`src/rtl/mem_access_seq.sv`:
```
// Load/store access sequencer: splits an RV64 load/store into one or two
// dword-aligned memory accesses and merges/extends load data for the pipeline.
module mem_access_seq #(
  parameter int WIDTH = 64
) (
  input  logic             clk,
  input  logic             rst_n,
  input  logic             req_valid,
  output logic             req_ready,
  input  logic             req_write,
  input  logic [2:0]       req_ctrl,
  input  logic [WIDTH-1:0] req_addr,
  input  logic [WIDTH-1:0] req_wdata,
  output logic             resp_valid,
  output logic [WIDTH-1:0] resp_rdata,
  output logic             resp_err,
  output logic [WIDTH-1:0] dmem_addr,
  output logic             dmem_re,
  output logic             dmem_we,
  output logic [7:0]       dmem_be,
  output logic [WIDTH-1:0] dmem_wdata,
  input  logic [WIDTH-1:0] dmem_rdata,
  output logic [1:0]       dbg_state
);

  // Handshake: a request transfers on a rising edge where req_valid && req_ready;
  // req_ready is high only in IDLE, and resp_valid is a single-cycle pulse in DONE.
  localparam logic [1:0] S_IDLE = 2'd0;
  localparam logic [1:0] S_ACC0 = 2'd1;
  localparam logic [1:0] S_ACC1 = 2'd2;
  localparam logic [1:0] S_DONE = 2'd3;

  logic [1:0]       r_state;
  logic             r_write;
  logic [2:0]       r_ctrl;
  logic [WIDTH-1:0] r_addr;
  logic [WIDTH-1:0] r_wdata;
  logic [WIDTH-1:0] r_lo;
  logic [WIDTH-1:0] r_rdata;
  logic             r_err;

  logic [3:0]       w_nbytes;
  logic             w_span;
  logic [15:0]      w_mask;
  logic [5:0]       w_shamt;
  logic [WIDTH-1:0] w_wtrunc;
  logic [127:0]     w_sdata;
  logic [WIDTH-1:0] w_hi;
  logic [WIDTH-1:0] w_lo;
  logic [WIDTH-1:0] w_raw;
  logic [WIDTH-1:0] w_ext;
  logic             w_last_acc;
  logic [WIDTH-1:0] w_base;

  assign w_nbytes   = 4'd1 << r_ctrl[1:0];
  assign w_span     = ({1'b0, r_addr[2:0]} + w_nbytes) > 4'd8;
  assign w_mask     = ((16'd1 << w_nbytes) - 16'd1) << r_addr[2:0];
  assign w_shamt    = {r_addr[2:0], 3'b000};
  assign w_sdata    = {64'd0, w_wtrunc} << w_shamt;
  assign w_base     = {r_addr[WIDTH-1:3], 3'b000};
  assign w_last_acc = (r_state == S_ACC1) || ((r_state == S_ACC0) && !w_span);

  always_comb begin
    w_wtrunc = '0;
    case (r_ctrl[1:0])
      2'd0:    w_wtrunc = {56'd0, r_wdata[7:0]};
      2'd1:    w_wtrunc = {48'd0, r_wdata[15:0]};
      2'd2:    w_wtrunc = {32'd0, r_wdata[31:0]};
      default: w_wtrunc = r_wdata;
    endcase
  end

  // In ACC1 the low dword was captured in ACC0; otherwise hi reads as zero.
  assign w_hi  = (r_state == S_ACC1) ? dmem_rdata : '0;
  assign w_lo  = (r_state == S_ACC1) ? r_lo : dmem_rdata;
  assign w_raw = 64'({w_hi, w_lo} >> w_shamt);

  always_comb begin
    w_ext = '0;
    case (r_ctrl)
      3'b000:  w_ext = {{56{w_raw[7]}},  w_raw[7:0]};
      3'b001:  w_ext = {{48{w_raw[15]}}, w_raw[15:0]};
      3'b010:  w_ext = {{32{w_raw[31]}}, w_raw[31:0]};
      3'b011:  w_ext = w_raw;
      3'b100:  w_ext = {56'd0, w_raw[7:0]};
      3'b101:  w_ext = {48'd0, w_raw[15:0]};
      3'b110:  w_ext = {32'd0, w_raw[31:0]};
      default: w_ext = '0;
    endcase
  end

  always_ff @(posedge clk or negedge rst_n) begin
    if (!rst_n) begin
      r_state <= S_IDLE;
      r_write <= 1'b0;
      r_ctrl  <= '0;
      r_addr  <= '0;
      r_wdata <= '0;
      r_lo    <= '0;
      r_rdata <= '0;
      r_err   <= 1'b0;
    end else begin
      case (r_state)
        S_IDLE: begin
          if (req_valid) begin
            r_write <= req_write;
            r_ctrl  <= req_ctrl;
            r_addr  <= req_addr;
            r_wdata <= req_wdata;
            r_rdata <= '0;
            r_err   <= (req_ctrl == 3'b111);
            r_state <= (req_ctrl == 3'b111) ? S_DONE : S_ACC0;
          end
        end
        S_ACC0: begin
          if (!r_write) r_lo <= dmem_rdata;
          r_state <= w_span ? S_ACC1 : S_DONE;
        end
        S_ACC1:  r_state <= S_DONE;
        default: r_state <= S_IDLE;
      endcase
      if (!r_write && w_last_acc) r_rdata <= w_ext;
    end
  end

  always_comb begin
    dmem_addr  = '0;
    dmem_re    = 1'b0;
    dmem_we    = 1'b0;
    dmem_be    = '0;
    dmem_wdata = '0;
    if (r_state == S_ACC0) begin
      dmem_addr  = w_base;
      dmem_re    = !r_write;
      dmem_we    = r_write;
      dmem_be    = w_mask[7:0];
      dmem_wdata = r_write ? w_sdata[63:0] : '0;
    end else if (r_state == S_ACC1) begin
      dmem_addr  = w_base + 64'd8;
      dmem_re    = !r_write;
      dmem_we    = r_write;
      dmem_be    = w_mask[15:8];
      dmem_wdata = r_write ? w_sdata[127:64] : '0;
    end
  end

  assign req_ready  = rst_n && (r_state == S_IDLE);
  assign resp_valid = (r_state == S_DONE);
  assign resp_err   = (r_state == S_DONE) && r_err;
  assign resp_rdata = (r_state == S_DONE) ? r_rdata : '0;
  assign dbg_state  = r_state;

endmodule

```
`config.mk`:
```
export PLATFORM = sky130hd
export DESIGN_NAME = mem_access_seq
export DESIGN_NICKNAME = d
export VERILOG_FILES = /design/src/rtl/mem_access_seq.sv
export SDC_FILE = /design/constraint.sdc
export NUM_CORES = 1
export LEC_CHECK = 0
export CAP_MARGIN = 20
export CORE_MARGIN = 2
export CORE_UTILIZATION = 53
export DETAILED_ROUTE_END_ITERATION = 6
export GPL_TIMING_DRIVEN = 0
export HOLD_SLACK_MARGIN = 0.08
export PLACE_DENSITY = 0.83
export SLEW_MARGIN = 20
export SYNTH_ARGS = -nofsm -noshare
export SYNTH_HDL_FRONTEND = slang
export SYNTH_SLANG_ARGS = --single-unit
```
`constraint.sdc`:
```
create_clock -name clk -period 4.5 [get_ports clk]
set_clock_uncertainty 0.2 [all_clocks]
set_input_delay 0.9 -clock clk [delete_from_list [all_inputs] [get_ports clk]]
set_output_delay 0.9 -clock clk [all_outputs]
set_load 0.02 [all_outputs]
```
==> impl_metrics.toml <==
[status]
outcome = "finished, violations left"
violations = "DRC, setup timing"

[critical_path]
path_common_cell = "buf_4"
critPathCaptureType = "output port"
crit_fanout = 10
r2r_start = "r_addr[1]"
path_buf_inv = 5
crit_path_start_kind = "register"
slowest_delay_ps = 640
r2r_slack_ps = 200
cpLargestDelayFamily = "buffers and inverters"
r2r_end = "r_rdata[58]"
slowest_stage = "clkdlybuf4s50_1"
critical_path_required_ps = 3400
arrival_ps = 3450
path_cells = "buf_2 > buf_4 > buf_4 > nand3_2 > clkbuf_4 > o22ai_1 > clkdlybuf4s50_1"
r2r_cells = 14
critical_path_class = "reg2out"

[sta]
period_share = 1.01
fin_crit_ps = 4550
worst_slew_pin_slew_ps = 1160
layout_setup_ws_ps = -51.2
rsz0062_at_grt = "true"
timing.fmax_ghz = 0.220
drv_slew = 0
slew_headroom = 0.227
hold_viol = 0
setup_viol = 2
setup_tns_ps = -94.0

[routing]
avgRoutedWirePerCell_um = 30.0
vias_per_cell = 6.85
via_count = 20100
drt_pass1_iterations = 7
wl_um = 88100
drcViolationCount = 2
ant_nets = 0
drtIter0Drc = 2698

[logic_synthesis]
synth.top_cells.by_area = "dfrtp_1, mux2_2, mux2i_1"
synth-main-ff-cell = "dfrtp_1"
synth_edf_count = 0
yosys.area.top_type = "dfrtp_1"
synth_warnings = 0
syn_area_um2 = 19200
syn_area_per_cell_um2 = 9.55
synth_top_area_frac = 0.343
yosysUniqueCellTypes = 70
ys_ff_latch = 263
async_reset_ff_frac = 1.00
seq_area_frac_synth = 0.343
netlist_instances = 2007

[floorplan]
fp.coreArea_um2 = 35600
ios = 406
start_util = 0.539
dieWidth_um = 194
dieHeight_um = 194
rows = 69
die-area_um2 = 37700

[place]
dp_hpwl_um = 67600
portBuffers = 402
gp_congestion = 1.07

[run]
cap_viol_max_count = 0

[grt]
grt_usage = 0.453
antenna_found_initial = 10
grt.overflow.total = 0
grt_max_degree = 102
grt_pass1_wl_um = 128000
first_global_vias = 19800

[cells_and_area]
fin_util = 0.707
seqCellArea_um2 = 6580
drive_above_1_share = 0.222
syn_to_final_growth_pct = 31.1
fin_nets = 2652
multi_input_area_um2 = 11900
nFillCells = 2689

[clock_network]
cts_max_path_buffers = 3
cts_tree = "done"
cts_hold_buf = 0
clkLatencyLatePin_ps = 610
clkSinkCount = 263
cts-root-buf = "clkbuf_16"
cts_buffers = 29
clk_pin_slew_ps = 70
htree_levels = 1

[min_path]
hold_path_class = "in2async"

[power]
ir_worst_vdd_mv = 0.589
power.density_nw_per_um2 = 828
power_mw = 20.8
power_leakage_nw = 10.2
-- report_power, final --
part	total, mW	leakage (nW)	switching (mW)	internal (mW)
Sequential	4.69	3.20	1.21	3.48
Combinational	13.6	6.53	8.36	5.26
Clock	2.50	0.473	1.05	1.45
-- metrics by stage --
stage / cells / hold slack (ps) / worst slack (ps) / cell area [um^2]
finish: 2936 / 87.6 / -51.2 / 25100
global route: 2935 / 132 / -67.2 / 25100
CTS: 2927 / 92.8 / 2.97 / 25100
detailed placement: 2874 / 256 / -862 / 23800
global placement: 2872 / 255 / -8640 / 23800
floorplan: 2009 / 231 / 920 / 19200
-- layer usage --
layer / wire length (um) / GRT usage / vias up
li1: - / - / 8316
met1: 32800 / 0.587 / 9709
met2: 37000 / 0.662 / 1717
met3: 12900 / 0.175 / 363
met4: 5390 / 0.216 / 4
met5: 22 / 0.0179 / -
-- cell usage after synthesis, types with 21 or more instances --
library cell,instances
a21oi_1,81
a22oi_1,49
and2_1,86
buf_2,32
clkbuf_1,105
dfrtp_1,263
inv_1,21
mux2_2,240
mux2i_1,116
mux4_2,39
nand2_1,241
nand3_1,30
nor2_1,138
nor3_1,34
o211ai_2,25
o21ai_0,72
o21ai_1,23
o221ai_1,41
o22ai_1,30
xnor2_1,36
-- placed cells by master (no fill, tap or decap), types with 18 or more instances in the layout --
master             n
clkbuf_2          45
o211ai_2          25
nand2_1          240
mux2_2           240
o221ai_1          30
nor3_1            34
xnor2_1           36
a22oi_1           43
nor2_1           130
mux4_2            39
clkbuf_16         29
o21ai_1           25
buf_2             19
o22ai_1           28
buf_4             39
clkbuf_1          75
inv_1             20
clkdlybuf4s50_1  329
dlygate4sd2_1     41
o21ai_0           70
a22o_1            18
mux2i_1          115
a21oi_1           80
and2_1            86
dfrtp_1          262
nand3_1           25
-- worst reg2reg max path: stages, from the launching register on --
cell and delay [ps]:
dfrtp_1 320, buf_2 200, clkbuf_4 270, buf_6 230, buf_4 280, buf_4 270, buf_4 270, xnor2_1 100
ha_1 240, a21oi_1 150, o221ai_1 170, mux2i_2 230, o21ai_1 430, clkbuf_1 620, o211ai_2 160
-- logic make-up after synthesis --
logic type	share of synthesized area
AND/OR/NAND/NOR	0.155
adder cells (fa/ha/maj)	0.00522
buffers and inverters	0.0484
AO/OA/AOI/OAI	0.178
XOR/XNOR	0.0219
other	0.000196
flip-flops	0.343
multiplexers	0.247
-- repair_timing --
item	CTS	global route
pin swaps	5	4
gates resized for setup	187	85
endpoints found under the setup margin	196	82
setup buffers	8	4
-- sequential cells by signal (all words and copies together) (netlist names) --
register and cells:
r_err 1, dbg_state 2, r_lo 64, r_write 1, r_rdata 64, r_wdata 64
r_addr 64, r_ctrl 3
-- layout make-up --
cell class,instances,share of cell area
diodes,8,0.000797
plain buffers,166,0.0380
clock buffers,44,0.0331
clock inverters,9,0.00548
inverters,21,0.00314
multi-input cells,1548,0.474
flip-flops and latches,263,0.262
well taps,461,0.0230
repair buffers,416,0.160
-- worst max-delay path by stage --
stage	start	end	slack, ps	cells after the start
finish	r_addr[2]	dmem_wdata[57]	-50	7
global route	dbg_state[0]	dmem_wdata[17]	-70	13
CTS	r_addr[9]	dmem_addr[34]	3	9
detailed placement	dbg_state[0]	dmem_be[4]	-860	10
global placement	rst_n	r_wdata[12]	-8640	1
floorplan	r_addr[1]	r_rdata[5]	920	14
No activity file was read; power rests on OpenSTA's default activity.
